<file path="config.mk">
export PLATFORM = sky130hd
export DESIGN_NAME = list_ctrl_arb
export DESIGN_NICKNAME = d
export VERILOG_FILES = /design/src/rtl/list_ctrl_arb.sv
export SDC_FILE = /design/constraint.sdc
export NUM_CORES = 1
export LEC_CHECK = 0
export BUFFER_PORTS_ARGS = -buffer_cell sky130_fd_sc_hd__buf_2
export CAP_MARGIN = 20
export CORE_ASPECT_RATIO = 1.75
export CORE_UTILIZATION = 30
export DETAILED_ROUTE_END_ITERATION = 12
export PLACE_DENSITY = 0.54
export SLEW_MARGIN = 10
export SYNTH_ARGS = -nofsm -noshare
export SYNTH_HDL_FRONTEND = slang
export SYNTH_SLANG_ARGS = --single-unit
</file>
<file path="constraint.sdc">
create_clock -name clk -period 6.7 [get_ports clk]
set_clock_uncertainty 0.15 [all_clocks]
set_input_delay 1.34 -clock clk [delete_from_list [all_inputs] [get_ports clk]]
set_output_delay 1.34 -clock clk [all_outputs]
set_load 0.01 [all_outputs]
</file>
<file path="src/rtl/list_ctrl_arb.sv">
// Round-robin arbiter sharing a two-port list controller among NUM_REQ requesters.
// Define LIST_CTRL_ARB_HAZARD_EN to also block requests whose index matches an access in flight.
module list_ctrl_arb #(
    parameter int NUM_REQ     = 4,
    parameter int list_depth  = 4,
    parameter int index_lenth = 4,
    localparam int TW = (list_depth > 1) ? $clog2(list_depth) : 1,
    localparam int IW = index_lenth,
    localparam int PW = (NUM_REQ > 1) ? $clog2(NUM_REQ) : 1
) (
    input  logic                  clk,
    input  logic                  rst_n,
    input  logic [NUM_REQ-1:0]    req_valid,
    output logic [NUM_REQ-1:0]    req_ready,
    input  logic [NUM_REQ*IW-1:0] req_index,
    input  logic [NUM_REQ*2-1:0]  req_cmd,
    input  logic [NUM_REQ*3-1:0]  req_status,
    input  logic [NUM_REQ*TW-1:0] req_tag,
    output logic [NUM_REQ-1:0]    rsp_valid,
    output logic [NUM_REQ*TW-1:0] rsp_tag,
    output logic                  acc_req_0,
    output logic [IW-1:0]         acc_index_0,
    output logic [1:0]            acc_cmd_0,
    output logic [2:0]            acc_status_0,
    output logic [TW-1:0]         acc_tag_0,
    output logic                  acc_req_1,
    output logic [IW-1:0]         acc_index_1,
    output logic [1:0]            acc_cmd_1,
    output logic [2:0]            acc_status_1,
    output logic [TW-1:0]         acc_tag_1,
    input  logic [TW-1:0]         return_tag_0,
    input  logic [TW-1:0]         return_tag_1
);

    logic [PW-1:0]      rr_ptr;
    logic [NUM_REQ-1:0] eligible;
    logic               pick0_vld, pick1_vld;
    logic [PW-1:0]      pick0, pick1;

    logic [IW-1:0] idx_arr [NUM_REQ];
    logic [1:0]    cmd_arr [NUM_REQ];
    logic [2:0]    st_arr  [NUM_REQ];
    logic [TW-1:0] tag_arr [NUM_REQ];

    // Owner pipelines: stage 1 lines up with acc_req_x, stage 2 with the returned tag.
    logic [PW-1:0] own0_s1, own1_s1, own0_s2, own1_s2;
    logic          own0_s2_vld, own1_s2_vld;

    function automatic logic [PW-1:0] rr_pos(input logic [PW-1:0] base, input int offset);
        int sum;
        sum = int'(base) + offset;
        return PW'(sum % NUM_REQ);
    endfunction

    always_comb begin
        for (int i = 0; i < NUM_REQ; i++) begin
            idx_arr[i] = req_index[i*IW +: IW];
            cmd_arr[i] = req_cmd[i*2 +: 2];
            st_arr[i]  = req_status[i*3 +: 3];
            tag_arr[i] = req_tag[i*TW +: TW];
        end
    end

    always_comb begin
        for (int i = 0; i < NUM_REQ; i++) begin
            eligible[i] = req_valid[i];
`ifdef LIST_CTRL_ARB_HAZARD_EN
            if (acc_req_0 && idx_arr[i] == acc_index_0) eligible[i] = 1'b0;
            if (acc_req_1 && idx_arr[i] == acc_index_1) eligible[i] = 1'b0;
`endif
        end
    end

    // Walk requesters in priority order; the second pick must target a different index.
    always_comb begin
        pick0_vld = 1'b0;
        pick1_vld = 1'b0;
        pick0     = '0;
        pick1     = '0;
        for (int k = 0; k < NUM_REQ; k++) begin
            if (eligible[rr_pos(rr_ptr, k)]) begin
                if (!pick0_vld) begin
                    pick0_vld = 1'b1;
                    pick0     = rr_pos(rr_ptr, k);
                end else if (!pick1_vld && idx_arr[rr_pos(rr_ptr, k)] != idx_arr[pick0]) begin
                    pick1_vld = 1'b1;
                    pick1     = rr_pos(rr_ptr, k);
                end
            end
        end
    end

    always_comb begin
        req_ready = '0;
        if (rst_n) begin
            if (pick0_vld) req_ready[pick0] = 1'b1;
            if (pick1_vld) req_ready[pick1] = 1'b1;
        end
    end

    always_ff @(posedge clk or negedge rst_n) begin
        if (!rst_n) begin
            rr_ptr       <= '0;
            acc_req_0    <= 1'b0;
            acc_index_0  <= '0;
            acc_cmd_0    <= '0;
            acc_status_0 <= '0;
            acc_tag_0    <= '0;
            acc_req_1    <= 1'b0;
            acc_index_1  <= '0;
            acc_cmd_1    <= '0;
            acc_status_1 <= '0;
            acc_tag_1    <= '0;
            own0_s1      <= '0;
            own1_s1      <= '0;
        end else begin
            acc_req_0    <= pick0_vld;
            acc_index_0  <= pick0_vld ? idx_arr[pick0] : '0;
            acc_cmd_0    <= pick0_vld ? cmd_arr[pick0] : '0;
            acc_status_0 <= pick0_vld ? st_arr[pick0]  : '0;
            acc_tag_0    <= pick0_vld ? tag_arr[pick0] : '0;
            acc_req_1    <= pick1_vld;
            acc_index_1  <= pick1_vld ? idx_arr[pick1] : '0;
            acc_cmd_1    <= pick1_vld ? cmd_arr[pick1] : '0;
            acc_status_1 <= pick1_vld ? st_arr[pick1]  : '0;
            acc_tag_1    <= pick1_vld ? tag_arr[pick1] : '0;
            own0_s1      <= pick0;
            own1_s1      <= pick1;
            if (pick1_vld)      rr_ptr <= rr_pos(pick1, 1);
            else if (pick0_vld) rr_ptr <= rr_pos(pick0, 1);
        end
    end

    always_ff @(posedge clk or negedge rst_n) begin
        if (!rst_n) begin
            own0_s2_vld <= 1'b0;
            own1_s2_vld <= 1'b0;
            own0_s2     <= '0;
            own1_s2     <= '0;
            rsp_valid   <= '0;
            rsp_tag     <= '0;
        end else begin
            own0_s2_vld <= acc_req_0;
            own1_s2_vld <= acc_req_1;
            own0_s2     <= own0_s1;
            own1_s2     <= own1_s1;
            rsp_valid   <= '0;
            for (int i = 0; i < NUM_REQ; i++) begin
                if (own0_s2_vld && own0_s2 == PW'(i)) begin
                    rsp_valid[i]         <= 1'b1;
                    rsp_tag[i*TW +: TW]  <= return_tag_0;
                end
                if (own1_s2_vld && own1_s2 == PW'(i)) begin
                    rsp_valid[i]         <= 1'b1;
                    rsp_tag[i*TW +: TW]  <= return_tag_1;
                end
            end
        end
    end

endmodule

</file>
; Yosys cells after proc, flatten, opt, wreduce, memory -nomap -nowiden
; Index checks and enable logic that the tools add are counted.
[word_totals]
reg_bits = 48
output_inout_bits = 40
elab_cells = 195
[op_classes]
n_addsub = 5
magnitude_cmp = 16
n_eq_ne = 9
mux = 113
bitwise = 9
n_reduce_logical = 21
[op_table]
columns = operator, count
row1 = $mux 4, 22
row2 = $mux 2, 38
row3 = $bmux 4 s2, 8
row4 = $mux 1, 27
row5 = $ge 3x3->1 const B, 8
row6 = $not 2->3, 8
row7 = $lt 2x3->1 const B, 6
row8 = $mux 3, 6
row9 = $bmux 2 s2, 4
row10 = $bmux 3 s2, 2
row11 = $logic_and 1x1->1, 12
row12 = $ne 4x4->1, 3
row13 = $reduce_bool 2->1, 5
row14 = $bmux 1 s2, 4
row15 = $eq 2x2->1 const B, 4
row16 = $add 2x1->2 const B, 3
row17 = $add 2x2->2 const B, 2
row18 = $demux 1 s2, 2
row19 = $eq 2x1->1 const B, 2
row20 = $ge 2x1->1 const B, 2
row21 = $logic_not 2->1, 2
row22 = $or 4x4->4, 1
row23 = $logic_not 1->1, 2

; Depth between registers and ports, before layout
[logic_depth]
word_depth = 28
ltp_mapped = 20
depth_no_buf = 14

; Worst setup path after synthesis
; No wires, ideal clock.
[synth_timing]
path_kind = in2out
from = input port req_valid[3]
to = output port req_ready[2]
arrival_ns = 5.114
slack_ns = 0.096
stages = 16
n_path_buf = 3
path_cell_list = clkbuf_1 > and2_1 > o21ai_1 > o21ai_0 > ha_1 > mux2i_4 > buf_6 > mux2i_1 > nor2_1 > or4b_1 > a22oi_4 > o22a_2 > mux2i_4 > buf_6 > nand2_2 > o32ai_1
[synth_between]
elab_chain_len = 28
[synth_lines]
columns = item, line
row1 = from (decl), 13  ; input logic [NUM_REQ-1:0] req_valid,
row2 = $bmux 1 s2, 81  ; if (eligible[rr_pos(rr_ptr, k)]) begin
row3 = $mux 1 (implied by the code), 81
row4 = $mux 2, 81
row5 = $not 2->3 (implied by the code), 85  ; end else if (!pick1_vld && idx_arr[rr_pos(rr_ptr, k)] != idx_arr[pick0]) begin
row6 = $bmux 4 s2, 85
row7 = $mux 4 (implied by the code) (2 in a row), 85
row8 = $ne 4x4->1, 85
row9 = $mux 1, 85
row10 = [... 12 more ...], --
row11 = via pick1[1], 38  ; logic [PW-1:0] pick0, pick1;
row12 = $lt 2x3->1 (implied by the code) / $ge 2x1->1 (equally long branches), 97  ; if (pick1_vld) req_ready[pick1] = 1'b1;
row13 = $logic_and 1x1->1 (implied by the code), 97
row14 = $mux 1 (implied by the code), 97
row15 = $demux 1 s2 *, 97
row16 = $or 4x4->4 (no source line) *, --
row17 = $mux 4 *, 97
row18 = $mux 4 *, 95  ; if (rst_n) begin
row19 = to (decl), 14  ; output logic [NUM_REQ-1:0] req_ready,
; Mark *: on every way through the listed nets, which the timed path passes. The rest lies on a longest branch. The select of a mux whose other input is x is not followed.

; Worst setup path after layout
[layout_timing]
from = input port req_valid[1]
to = output port req_ready[2]
[layout_between]
elab_chain_len = 28
[layout_lines]
columns = item, line
row1 = $bmux 1 s2, 81
row2 = $mux 1 (implied by the code), 81
row3 = $mux 2, 81
row4 = $not 2->3 (implied by the code), 85
row5 = $bmux 4 s2, 85
row6 = $mux 4 (implied by the code) (2 in a row), 85
row7 = $ne 4x4->1, 85
row8 = $mux 1, 85
row9 = [... 11 more ...], --
row10 = $mux 2, 81
row11 = $lt 2x3->1 (implied by the code) / $ge 2x1->1 (equally long branches), 97
row12 = $logic_and 1x1->1 (implied by the code), 97
row13 = $mux 1 (implied by the code), 97
row14 = $demux 1 s2, 97
row15 = $or 4x4->4 (no source line), --
row16 = $mux 4 *, 97
row17 = $mux 4 *, 95
; Mark *: on every way between the ends. The rest lies on a longest branch, timed or not. The select of a mux whose other input is x is not followed.

==> flow_metrics.py <==
metrics = {
    "sta": {
        "finalMaxSlewViolations": 0,
        "slew_headroom_pct": 50.4,
        "maxClockFrequency_mhz": 157,
        "timing.hold.ws_ns": 0.199,
        "finalCriticalPeriod_ns": 6.39,
        "max_slew.worst_pin.slew_ns": 0.737,
        "fin_tns_setup_ns": 0,
        "layout_worst_path_cycle_share_pct": 95.3,
        "report.final.hold_viol_count": 0,
        "rsz_0062_raised_after_global_routing": "no",
        "setup_failing_eps_final": 0,
    },
    "final_layout": {
        "layout_common_cells": "sky130_fd_sc_hd__buf_2 (93), sky130_fd_sc_hd__mux2i_1 (53), sky130_fd_sc_hd__dfrtp_1 (48), sky130_fd_sc_hd__nand2_1 (28), sky130_fd_sc_hd__o21ai_0 (26)",
        "finish.net_count": 527,
        "final_layout_size_suffix_gt1_share_pct": 33.6,
        "layout.core_utilization_pct": 37.3,
        "final_instance_count_without_filler_cells": 641,
        "antennaDiodeCount": 0,
        "areaGrowthSynthToFinish_pct": 20.1,
        "mostFrequentLayoutCell": "sky130_fd_sc_hd__buf_2",
    },
    "logic_synthesis": {
        "synth_edf_count": 0,
        "synthDistinctLibCells": 69,
        "net_count_after_synthesis": 440,
        "synth-seq-area-share_pct": 30.7,
        "synth_top_cell_by_area": "sky130_fd_sc_hd__dfrtp_1",
        "synth.area.top_cells": "sky130_fd_sc_hd__dfrtp_1 (31%), sky130_fd_sc_hd__mux2i_1 (14%), sky130_fd_sc_hd__mux4_2 (10%), sky130_fd_sc_hd__o21ai_0 (3.3%), sky130_fd_sc_hd__nand2_1 (2.7%)",
        "yosys_register_bits": 48,
        "synthesis.instances": 385,
        "synth-warning-count": 0,
        "synth.top_cell.area_share_pct": 30.7,
        "cell_area_after_technology_mapping_mm2": 0.00391,
        "synth_flop_cell": "sky130_fd_sc_hd__dfrtp_1",
        "synthArstFlopShare_pct": 100,
        "syn_area_per_cell_um2": 10.1,
    },
    "global_route": {
        "number_of_antenna_violations_at_the_first_check_in_global_routing": 0,
        "grt_pass1_vias": 3475,
        "global_route.overflow_total": 0,
        "track_usage_pct": 17.4,
        "grt_max_degree": 55,
        "grt_first_pass_wirelength_um": 18000,
    },
    "clock_network": {
        "cts-root-to-sink-buffers": 2,
        "clk-insertion-delay-late_ns": 0.29,
        "tritoncts_clock_tree": "done",
        "clock_tree.root_cell": "sky130_fd_sc_hd__clkbuf_16",
        "cts.sinks": 48,
        "tritoncts.num_buffers": 5,
        "htree_levels": 2,
        "clk_pin_slew_worst_paths_ns": 0.07,
        "cts_hold_repair.buffers": 0,
    },
    "detailed_routing": {
        "topRoutingLayerUsed": "met4",
        "finalWirelength_um": 11600,
        "routed-via-count": 3476,
        "vias_per_cell": 5.42,
        "met3RoutedLength_um": 503,
        "number_of_nets_with_antenna_violations_after_detailed_routing": 0,
        "met2_wirelength_um": 6480,
        "met1_length_um": 4260,
        "first_pass_iters": 6,
        "route.detailed.wl_per_inst_um": 18.0,
        "drt_iter0_drc": 109,
        "detail_route.drc_violations": 0,
    },
    "placement": {
        "placement.io_buffers": 93,
        "detail_placement_hpwl_um": 8760,
        "gp_routability_congestion": 0.828,
        "total_placed_cells_including_tap_cells": 632,
    },
    "pwr": {
        "power.density_mw_per_mm2": 593,
        "power.share.sequential_pct": 18.4,
        "p_leak_nw": 2.06,
        "ir_drop_uv": 217,
        "p_switching_mw": 1.25,
        "power.switching_fraction_pct": 45.1,
        "clockPowerShare_pct": 10.5,
        "pwr-share-comb_pct": 71.2,
        "internal_power_mw": 1.53,
    },
    "floorplan": {
        "fp-row-count": 54,
        "die-width_um": 88.3,
        "num_io_pins": 94,
        "die_y_um": 153,
        "start_util_pct": 31.1,
        "dieArea_mm2": 0.0135,
        "coreArea_mm2": 0.0126,
    },
    "run": {
        "maxCapViolations": 0,
    },
    "worst_setup_path": {
        "criticalPathCategory": "primary input to output port",
        "timing.critical_path.from_type": "primary input",
        "category_of_the_worst_setup_path_capture_point": "output port",
        "crit_required_ns": 5.21,
        "critical_path_peak_fanout": 10,
        "critical_path_arrival_ns": 4.90,
    },
    "min_path": {
        "hp-class": "flop to flop",
    },
    "outcome": {
        "outcome": "finished, final reports clean",
    },
}
cell usage after synthesis (all sizes together) (3+ instances only):
| cell type | count |
|---|---|
| nand4 | 5 |
| nand3b | 4 |
| nor2 | 16 |
| mux2 | 4 |
| nor4 | 4 |
| inv | 11 |
| xor2 | 3 |
| and2 | 16 |
| nand2b | 3 |
| nor2b | 8 |
| o22ai | 16 |
| o211ai | 7 |
| mux4 | 19 |
| a21oi | 12 |
| and3b | 4 |
| dfrtp | 48 |
| a211o | 4 |
| nor3b | 5 |
| a2bb2oi | 5 |
| nor3 | 5 |
| buf | 22 |
| a211oi | 5 |
| mux2i | 55 |
| nand3 | 7 |
| nand2 | 29 |
| o31ai | 3 |
| o21ai | 29 |
| clkbuf | 5 |
sequential cells by signal, summed over array words and instances, names as in the netlist, 2 cells and up:
| register | flops |
|---|---|
| rr_ptr | 2 |
| rsp_valid | 4 |
| acc_cmd_1 | 2 |
| acc_status_0 | 3 |
| acc_status_1 | 3 |
| own1_s2 | 2 |
| acc_cmd_0 | 2 |
| acc_index_1 | 4 |
| acc_tag_0 | 2 |
| own0_s1 | 2 |
| rsp_tag | 8 |
| acc_tag_1 | 2 |
| own0_s2 | 2 |
| own1_s1 | 2 |
| acc_index_0 | 4 |
worst max-delay path, stage by stage:
cell and delay [ns]:
sky130_fd_sc_hd__buf_2 0.18, sky130_fd_sc_hd__and2_1 0.20, sky130_fd_sc_hd__a21oi_1 0.05, sky130_fd_sc_hd__o21ai_0 0.23
sky130_fd_sc_hd__ha_1 0.27, sky130_fd_sc_hd__inv_1 0.16, sky130_fd_sc_hd__mux2i_4 0.19, sky130_fd_sc_hd__buf_12 0.15
sky130_fd_sc_hd__mux2i_1 0.25, sky130_fd_sc_hd__nor2_1 0.05, sky130_fd_sc_hd__or4b_1 0.58, sky130_fd_sc_hd__a22oi_4 0.20
sky130_fd_sc_hd__o22a_2 0.25, sky130_fd_sc_hd__mux2i_4 0.28, sky130_fd_sc_hd__nand2_2 0.08, sky130_fd_sc_hd__o32ai_1 0.23
sky130_fd_sc_hd__buf_2 0.17
power groups by stage:
stage / logic (mW) / clock network, mW / registers, mW
floorplan: 1.50 / 0 / 0.546
global placement: 1.93 / 0 / 0.513
detailed placement: 1.96 / 0 / 0.516
CTS: 1.96 / 0.298 / 0.512
global route: 2.15 / 0.310 / 0.531
finish: 1.98 / 0.291 / 0.511
kinds of logic (layout without fill, tap and decap cells):
family | after synthesis | in the layout | share of synthesized area (%)
compound gates | 96 | 96 | 17.1
fa+ha+maj | 2 | 2 | 0.577
mux | 78 | 78 | 26.9
flops | 48 | 48 | 30.7
simple gates | 118 | 118 | 17.5
buf+inv | 38 | 126 | 6.02
xor+xnor | 5 | 5 | 1.12
worst paths after layout:
| check | start | endpoint | slack [ns] | cells past startpoint |
|---|---|---|---|---|
| min in group asynchronous | rst_n | rsp_tag[5] | 1.01 | 2 |
| min reg2reg | own1_s1[0] | own1_s2[0] | 0.20 | 0 |
| max reg2reg | rr_ptr[0] | acc_status_1[2] | 2.07 | 16 |
| min | own1_s1[0] | own1_s2[0] | 0.20 | 0 |
| max | req_valid[1] | req_ready[2] | 0.31 | 17 |
| max in group asynchronous | rst_n | acc_cmd_1[0] | 4.93 | 2 |
layer usage:
layer,track usage (%),vias up
met5,0,-
met4,7.30,0
met3,2.21,21
met2,33.4,133
met1,18.2,1694
li1,-,1628
cell type report:
class | instances | area [µm²]
clock inverters | 3 | 46.3
inverters | 11 | 41.3
flip-flops and latches | 48 | 1200
multi-input cells | 299 | 2480
fillers | 1292 | 7880
repair buffers | 107 | 583
well taps | 168 | 210
clock buffers | 5 | 125
per-stage QoR:
| step | power [mW] | area (µm²) | setup WS (ns) |
|---|---|---|---|
| floorplan | 2.05 | 3910 | 0.0957 |
| global placement | 2.44 | 4490 | 0.322 |
| detailed placement | 2.47 | 4490 | 0.226 |
| CTS | 2.77 | 4670 | 0.222 |
| global route | 3.00 | 4690 | 0.0702 |
| finish | 2.78 | 4690 | 0.312 |
timing repair:
| action | CTS | global route |
|---|---|---|
| gates resized for setup | 0 | 1 |
| buffers inserted | 0 | 1 |
| endpoints found under the setup margin | 0 | 2 |
No activity file was read; power rests on OpenSTA's default activity.
